==> src/rtl/clk_monitor_supervisor.sv <==
// Supervises the clock-frequency detector: resynchronises its flag/count results, samples them once per window,
// qualifies them over several windows and reports lock/fault state, alarm pulses and min/max/fault statistics.
module clk_monitor_supervisor #(
    parameter int CLK_NUM      = 156,
    parameter int TOL          = 5,
    parameter int WIN_CYC      = 51,
    parameter int SAMPLE_PHASE = 40,
    parameter int GOOD_WIN     = 16,
    parameter int BAD_WIN      = 3
) (
    input  logic        clk_25M_dect,
    input  logic        rst,
    input  logic        enable,
    input  logic        clk_flag_in,
    input  logic [9:0]  clk_cnt_in,
    input  logic        clr_stat,
    output logic [1:0]  state,
    output logic        locked,
    output logic        fault,
    output logic        alarm_pulse,
    output logic        sample_valid,
    output logic [9:0]  cnt_last,
    output logic [9:0]  cnt_min,
    output logic [9:0]  cnt_max,
    output logic [15:0] fault_cnt
);

    localparam int TW = (WIN_CYC > 1) ? $clog2(WIN_CYC) : 1;
    localparam int GW = $clog2(GOOD_WIN + 1);
    localparam int BW = $clog2(BAD_WIN + 1);

    localparam logic [9:0]    CNT_LO   = 10'(CLK_NUM - TOL);
    localparam logic [9:0]    CNT_HI   = 10'(CLK_NUM + TOL);
    localparam logic [TW-1:0] T_LAST   = TW'(WIN_CYC - 1);
    localparam logic [TW-1:0] T_SAMPLE = TW'(SAMPLE_PHASE);
    localparam logic [GW-1:0] GOOD_TOP = GW'(GOOD_WIN - 1);
    localparam logic [BW-1:0] BAD_TOP  = BW'(BAD_WIN - 1);

    typedef enum logic [1:0] {
        IDLE    = 2'd0,
        ACQUIRE = 2'd1,
        LOCKED  = 2'd2,
        FAULT   = 2'd3
    } state_t;

    state_t          state_q, state_nx;
    logic            flag_meta, flag_s;
    logic [9:0]      c1, c2;
    logic [TW-1:0]   timer;
    logic [GW-1:0]   good_run, good_nx;
    logic [BW-1:0]   bad_run, bad_nx;
    logic            eval, sample_good, fault_evt;

    // Flag gets a plain 2-FF synchroniser; the count bus is only trusted when two consecutive captures agree.
    always_ff @(posedge clk_25M_dect) begin
        if (rst) begin
            flag_meta <= 1'b0;
            flag_s    <= 1'b0;
            c1        <= '0;
            c2        <= '0;
        end else begin
            flag_meta <= clk_flag_in;
            flag_s    <= flag_meta;
            c1        <= clk_cnt_in;
            c2        <= c1;
        end
    end

    always_ff @(posedge clk_25M_dect) begin
        if (rst || !enable || state_q == IDLE) begin
            timer <= '0;
        end else if (timer == T_LAST) begin
            timer <= '0;
        end else begin
            timer <= timer + 1'b1;
        end
    end

    assign eval        = enable && (state_q != IDLE) && (timer == T_SAMPLE) && (c1 == c2);
    assign sample_good = flag_s && (c2 >= CNT_LO) && (c2 <= CNT_HI);

    always_ff @(posedge clk_25M_dect) begin
        if (rst) begin
            state_q  <= IDLE;
            good_run <= '0;
            bad_run  <= '0;
        end else begin
            state_q  <= state_nx;
            good_run <= good_nx;
            bad_run  <= bad_nx;
        end
    end

    always_comb begin
        state_nx  = state_q;
        good_nx   = good_run;
        bad_nx    = bad_run;
        fault_evt = 1'b0;
        if (!enable) begin
            state_nx = IDLE;
            good_nx  = '0;
            bad_nx   = '0;
        end else begin
            unique case (state_q)
                IDLE: begin
                    state_nx = ACQUIRE;
                    good_nx  = '0;
                    bad_nx   = '0;
                end
                ACQUIRE: begin
                    if (eval) begin
                        if (!sample_good) begin
                            good_nx = '0;
                        end else if (good_run == GOOD_TOP) begin
                            state_nx = LOCKED;
                            good_nx  = '0;
                            bad_nx   = '0;
                        end else begin
                            good_nx = good_run + 1'b1;
                        end
                    end
                end
                LOCKED: begin
                    if (eval) begin
                        if (sample_good) begin
                            bad_nx = '0;
                        end else if (bad_run == BAD_TOP) begin
                            state_nx  = FAULT;
                            bad_nx    = '0;
                            fault_evt = 1'b1;
                        end else begin
                            bad_nx = bad_run + 1'b1;
                        end
                    end
                end
                FAULT: begin
                    // The recovering sample already counts toward the next lock.
                    if (eval && sample_good) begin
                        state_nx = ACQUIRE;
                        good_nx  = GW'(1);
                        bad_nx   = '0;
                    end
                end
                default: state_nx = IDLE;
            endcase
        end
    end

    always_comb begin
        state  = state_q;
        locked = (state_q == LOCKED);
    end

    // An evaluation outranks a coinciding clr_stat, so min/max are re-seeded from that very sample.
    always_ff @(posedge clk_25M_dect) begin
        if (rst) begin
            sample_valid <= 1'b0;
            alarm_pulse  <= 1'b0;
            fault        <= 1'b0;
            fault_cnt    <= '0;
            cnt_last     <= '0;
            cnt_min      <= 10'h3FF;
            cnt_max      <= '0;
        end else begin
            sample_valid <= eval;
            alarm_pulse  <= fault_evt;

            if (eval) begin
                cnt_last <= c2;
                cnt_min  <= (clr_stat || c2 < cnt_min) ? c2 : cnt_min;
                cnt_max  <= (clr_stat || c2 > cnt_max) ? c2 : cnt_max;
            end else if (clr_stat) begin
                cnt_last <= '0;
                cnt_min  <= 10'h3FF;
                cnt_max  <= '0;
            end

            if (fault_evt) begin
                fault <= 1'b1;
                if (clr_stat) begin
                    fault_cnt <= 16'd1;
                end else if (fault_cnt != 16'hFFFF) begin
                    fault_cnt <= fault_cnt + 16'd1;
                end
            end else if (clr_stat) begin
                fault     <= 1'b0;
                fault_cnt <= '0;
            end
        end
    end

endmodule

==> config.mk <==
export PLATFORM = sky130hd
export DESIGN_NAME = clk_monitor_supervisor
export DESIGN_NICKNAME = d
export VERILOG_FILES = /design/src/rtl/clk_monitor_supervisor.sv
export SDC_FILE = /design/constraint.sdc
export NUM_CORES = 1
export LEC_CHECK = 0
export CAP_MARGIN = 20
export CORE_UTILIZATION = 50
export DETAILED_ROUTE_END_ITERATION = 10
export HOLD_SLACK_MARGIN = 0.02
export PLACE_DENSITY_LB_ADDON = 0.2
export SLEW_MARGIN = 20
export SYNTH_ARGS = -nofsm -noshare
export SYNTH_HDL_FRONTEND = slang
export SYNTH_SLANG_ARGS = --single-unit
==> constraint.sdc <==
create_clock -name clk_25M_dect -period 4.62 [get_ports clk_25M_dect]
set_input_delay 0.462 -clock clk_25M_dect [delete_from_list [all_inputs] [get_ports clk_25M_dect]]
set_output_delay 0.462 -clock clk_25M_dect [all_outputs]
set_load 0.01 [all_outputs]
Yosys cells after proc, flatten, opt, wreduce, memory -nomap -nowiden. Cells that the tools add are included.

$lt $le $gt $ge: 4. Eq/ne operators: 18. Mux-type cells: 39. Add/subtract/negate cells: 4. Reduce and logical (&&, ||, !) cells: 25. Bitwise operators: 1.

Operators by type and width (count): 10-bit two-way mux (7); 16-bit two-way mux (4); 2-bit two-way mux (14); 5-bit two-way mux (4); 16-bit by 1-bit adder with 16-bit output (second input constant) (1); 16-bit != test (second input constant) (1); 2-bit case mux with 4 select lines (2); 5-bit case mux with 3 select lines (1); 6-bit == test (second input constant) (2); 10-bit == test (1); 10-bit by 8-bit greater-or-equal comparator with 1-bit output (second input constant) (1); 10-bit greater-than comparator (1); 10-bit by 8-bit <= comparator with 1-bit output (second input constant) (1); 10-bit less-than comparator (1); 2-bit != test (second input constant) (5); 2-bit by 1-bit != test with 1-bit output (second input constant) (4); 2-bit nonzero test (4); 1-bit two-way mux (7); 7-bit AND reduction (1); 6-bit by 1-bit adder with 6-bit output (second input constant) (1); 2-bit == test (second input constant) (3); 1-bit logical AND (6); 2-bit AND reduction (3); 5-bit by 1-bit adder with 5-bit output (second input constant) (1); other kinds (11) (15).

Register bits: 86. Bits of input ports: 15. Output and inout port bits: 52. Logic and storage cells: 106.

Logic depth before layout (Yosys ltp).
Word-level depth: 9. Mapped depth: 11. Depth with buffers taken out: 9.

Least setup slack after synthesis. OpenSTA, ideal clock, no wires.

Kind: register to register. Start: register state_q[0], in the netlist state[0]. End: register fault_cnt[5]. Clock period less this slack: 3.016 ns. Buffers on the path: 2. Arrival: 2.946 ns. Cell stages (with the launch flop): 10. Path slack: 1.604 ns. Cell sequence: dfxtp_1 > inv_1 > ha_1 > or4b_1 > or4_1 > clkbuf_2 > or4_1 > clkbuf_2 > or3_1 > a21oi_1.

Cells in the longest elaborated chain, start to end: 9. Elaborated cells between the ends (all ways): 11.

Ends and longest elaborated chain: start: declaration (RTL line 46) `state_t state_q, state_nx;`; start signal: assignment (RTL line 88) `state_q <= state_nx;`; 2-bit nonzero test (RTL line 79) `assign eval = enable && (state_q != IDLE) && (timer == T_SAMPLE) && (c1 == c2);`; 1-bit logical AND (3 in a row) (RTL line 79); 1-bit two-way mux (RTL line 124) `if (eval) begin`; 1-bit two-way mux (*) (RTL line 104) `unique case (state_q)`; 1-bit two-way mux (*) (RTL line 99) `if (!enable) begin`; 2-bit nonzero test (no line); 2-bit AND reduction (no line); end signal: assignment (RTL line 183) `fault_cnt <= fault_cnt + 16'd1;`; end: declaration (RTL line 25) `output logic [15:0] fault_cnt`.

Mark *: on every way between the ends. The rest lies on a longest branch, timed or not. A chain may end at the register's enable or synchronous reset.

Final worst setup path. Same ends and word-level chain as after synthesis.

==> metrics.txt <==
Max-Slew Margin vs Limit=0.3860; Crit Path Max Fanout=14; num rows=32; largest net degree at the start of global routing=70; run status=finished, final reports clean; DRC=0; RD Place Congestion=0.8142; max incr delay on CP=between 0.7 and 0.8 ns; CP Depth=7; Setup TNS=0 ns; post-CTS sizing=0; Clock Path Buffers=2; gr ovfl total=0; DIE HEIGHT=92.68 um; clock transition at the registers of the reported paths=0.10 ns; WP buf/inv=1; measured slew at the worst slew-check pin=between 0.9 and 1 ns; ANT nets after route=0; die area=approximately 8600 um^2; Hold Path Class=reg -> reg; Worst setup EP type=flip-flop; wire per inst=13.88 um; # hold bufs at CTS=0; ANT cells=0; Top Ports=67; setup violators final=0; fin. max-slew vios=0; Setup CP Type=reg -> reg; Max Freq=0.2986 GHz; vias=~3500; Max-cap violations=0; Placed Cells incl. Taps=632; DR vias/cell=5.461; Final Cycle Share=0.7249; Final #Nets=585; Worst Clk Skew=0.01080 ns; post-route minimum period=between 3 and 4 ns; Max rail drop VDD=265.3 uV; CTS tree=yes; CTS Sinks=86; Clk Latency, worst-skew pair=0.36 ns; flip-flop and latch area=1722 um^2; Power Density=274.7 nW/um^2; Mapped Avg Cell Area=8.548 um^2; Crit path max-delay family=simple AND/OR/NAND/NOR gates; Final Hold Fails=0; Yosys cell types=44; worst r2r dst=fault_cnt[5]; core area=~7800 um^2; WP data required=4.92 ns; Chip Width=92.68 um; Global Route Usage Sum=0.2192; Cell Area, Synth=4111 um^2; WHS Path Cells=2; leakage=1.881 nW; fraction of layout cells with a size suffix above 1=0.04212; Port Buffers=66; hold slack=0.4585 ns; WHS Endpoint=good_run[4]; Seq cells post-synth=86; min-delay src=good_run[4]; CP max stage cell=or4_1; Worst EP arrival=3.65 ns; Reg2Reg Depth=7; crit-path most repeated cell=or4_1; sequential fraction of the synthesis area=0.4187; Non-Filler Instances=648; initial antenna violation count=0; RR Startpoint=state[0]; post-synthesis net count=525; RSZ-0062 raised after global routing=no; WL final=8.997 mm; Multi-input gate area=2197 um^2; Syn-to-layout area delta=22.67%; Setup Fix Bufs, Post-CTS=0; Starting Density=0.5239; Filler Cells Inserted=701; vias in the first global route=3093; H-tree Lvls=3; first-pass GRT wire length=14.81 mm; Design Power=0.001385 W; Worst R2R Setup Slack=between 1 and 1.5 ns; first drt pass iteration count=6; CP cell instances=inv_1, ha_1, or4b_1, or4_1, or4_1, or3_1, a21oi_1; Critical Path Start Type=flip-flop; dpl hpwl=6.303 mm; Synth Instances=481; initial DRC count=183; clock buffer count from CTS=9; Synth Warn #=0; Root Buffer Master=clkbuf_8
-- cells in the mapped netlist --
cell type | instances | area [um^2]
and3_1 | 2 | 12.51
buf_1 | 2 | 7.510
a2111oi_0 | 1 | 8.760
and3b_1 | 2 | 17.52
mux2i_1 | 15 | 150.1
a21o_1 | 2 | 15.01
o21ai_1 | 1 | 5.000
nor3_1 | 22 | 110.1
a22oi_1 | 10 | 75.07
or4b_1 | 1 | 10.01
nand3_1 | 26 | 130.1
xor2_1 | 2 | 17.52
o2111ai_1 | 2 | 17.52
xnor2_1 | 21 | 183.9
or4_1 | 4 | 30.03
nand4b_1 | 2 | 17.52
and2_1 | 1 | 6.260
or2_2 | 1 | 6.260
o211ai_1 | 1 | 7.510
o22ai_1 | 1 | 6.260
o21a_1 | 2 | 15.01
nand2_1 | 30 | 112.6
nand3b_1 | 1 | 7.510
nand4_1 | 10 | 62.56
clkbuf_1 | 16 | 60.06
and4_1 | 1 | 8.760
o21ai_0 | 13 | 65.06
or3_1 | 6 | 37.54
dfxtp_1 | 86 | 1722
ha_1 | 29 | 362.9
nand2b_1 | 6 | 37.54
clkbuf_2 | 2 | 10.01
o21bai_1 | 1 | 7.510
a2bb2oi_1 | 1 | 8.760
a31o_2 | 1 | 8.760
nor2_1 | 53 | 198.9
nor2b_1 | 26 | 162.7
inv_1 | 32 | 120.1
o31ai_1 | 2 | 15.01
a21oi_1 | 27 | 135.1
a31oi_1 | 4 | 25.02
nor4bb_1 | 2 | 20.02
nor4_1 | 9 | 56.30
o2bb2ai_1 | 2 | 17.52
-- worst max path at each step --
| stage | start | end | slack (ns) |
|---|---|---|---|
| floorplan | state[0] | fault_cnt[5] | 1.60 |
| global placement | enable | fault_cnt[5] | 1.06 |
| detailed placement | enable | fault_cnt[5] | 1.0 |
| CTS | state[0] | fault_cnt[5] | 1.26 |
| global route | state[1] | fault_cnt[5] | 1.08 |
| finish | state[0] | fault_cnt[5] | 1.27 |
-- state kept, by name (all words and copies together), names as in the netlist --
signal	flops
alarm_pulse	1
bad_run	2
flag_meta	1
c2	10
flag_s	1
timer	6
fault_cnt	16
cnt_min	10
state	2
sample_valid	1
fault	1
c1	10
good_run	5
cnt_last	10
cnt_max	10
-- cells by family after synthesis --
logic type,count (synthesis),share of synthesized area
xor+xnor,23,0.04900
fa+ha+maj,29,0.08825
mux,15,0.03652
flops,86,0.4187
simple gates,205,0.2541
compound gates,71,0.1053
buf+inv,52,0.04809
-- layout make-up --
| cell class | instances | share of cell area |
|---|---|---|
| multi-input combinational | 343 | 0.4356 |
| clock buffer | 9 | 0.02456 |
| sequential | 86 | 0.3414 |
| timing repair buffer | 69 | 0.1345 |
| clock inverter | 7 | 0.01488 |
| inverter | 32 | 0.02382 |
| tap | 102 | 0.02530 |
-- through the flow --
step           worst slack, ns  utilization  area (um^2)
2_1_floorplan            1.604            -         4111
3_3_place_gp             1.059       0.6173         4845
3_5_place_dp            0.9977       0.6173         4845
4_1_cts                  1.263       0.6427         5044
5_1_grt                  1.080       0.6427         5044
6_report                 1.271       0.6427         5044
-- power by group --
| group | total, W | leakage, nW | switching [W] | internal (W) |
|---|---|---|---|---|
| Clock | 0.000516 | 0.0981 | 0.000304 | 0.000213 |
| Sequential | 0.000768 | 0.698 | 0.0000162 | 0.000752 |
| Combinational | 0.000101 | 1.09 | 0.0000555 | 0.0000453 |
-- cells in the final DEF, fill, tap and decap left out, drive strengths merged, types with 2 or more instances in the layout --
master / Yosys / final
nor2: 53 / 53
o21ai: 14 / 14
o2bb2ai: 2 / 2
o21a: 2 / 2
nand3: 26 / 26
nor3: 22 / 22
or3: 6 / 6
clkdlybuf4s50: 0 / 65
o2111ai: 2 / 2
and3: 2 / 2
clkinv: 0 / 3
a21o: 2 / 2
dfxtp: 86 / 86
a31oi: 4 / 4
nand2b: 6 / 6
nand2: 30 / 30
and3b: 2 / 2
nor2b: 26 / 26
inv: 32 / 35
mux2i: 15 / 15
ha: 29 / 29
nand4b: 2 / 2
nor4: 9 / 9
nand4: 10 / 10
o31ai: 2 / 2
xor2: 2 / 2
or4: 4 / 4
buf: 2 / 4
a22oi: 10 / 10
nor4bb: 2 / 2
a21oi: 27 / 27
xnor2: 21 / 21
clkbuf: 18 / 9
-- per-layer routing --
| metal | vias to the layer above | share of wire | GRT usage |
|---|---|---|---|
| met5 | - | 0 | 0 |
| met4 | 0 | 0.014 | 0.07179 |
| met3 | 13 | 0.049 | 0.05911 |
| met2 | 97 | 0.47 | 0.3432 |
| met1 | 1641 | 0.46 | 0.2924 |
| li1 | 1788 | - | - |
-- worst register-to-register path, delay by kind of cell, from the launching register on --
kind | cells | cell delay [ns]
AOI/OAI and AO/OA | 1 | 0.14
adders and majority gates | 1 | 0.26
and+or+nand+nor | 4 | 2.38
buffers and inverters | 1 | 0.09
DFF | 1 | 0.43
(Power assumes the default switching activity.)
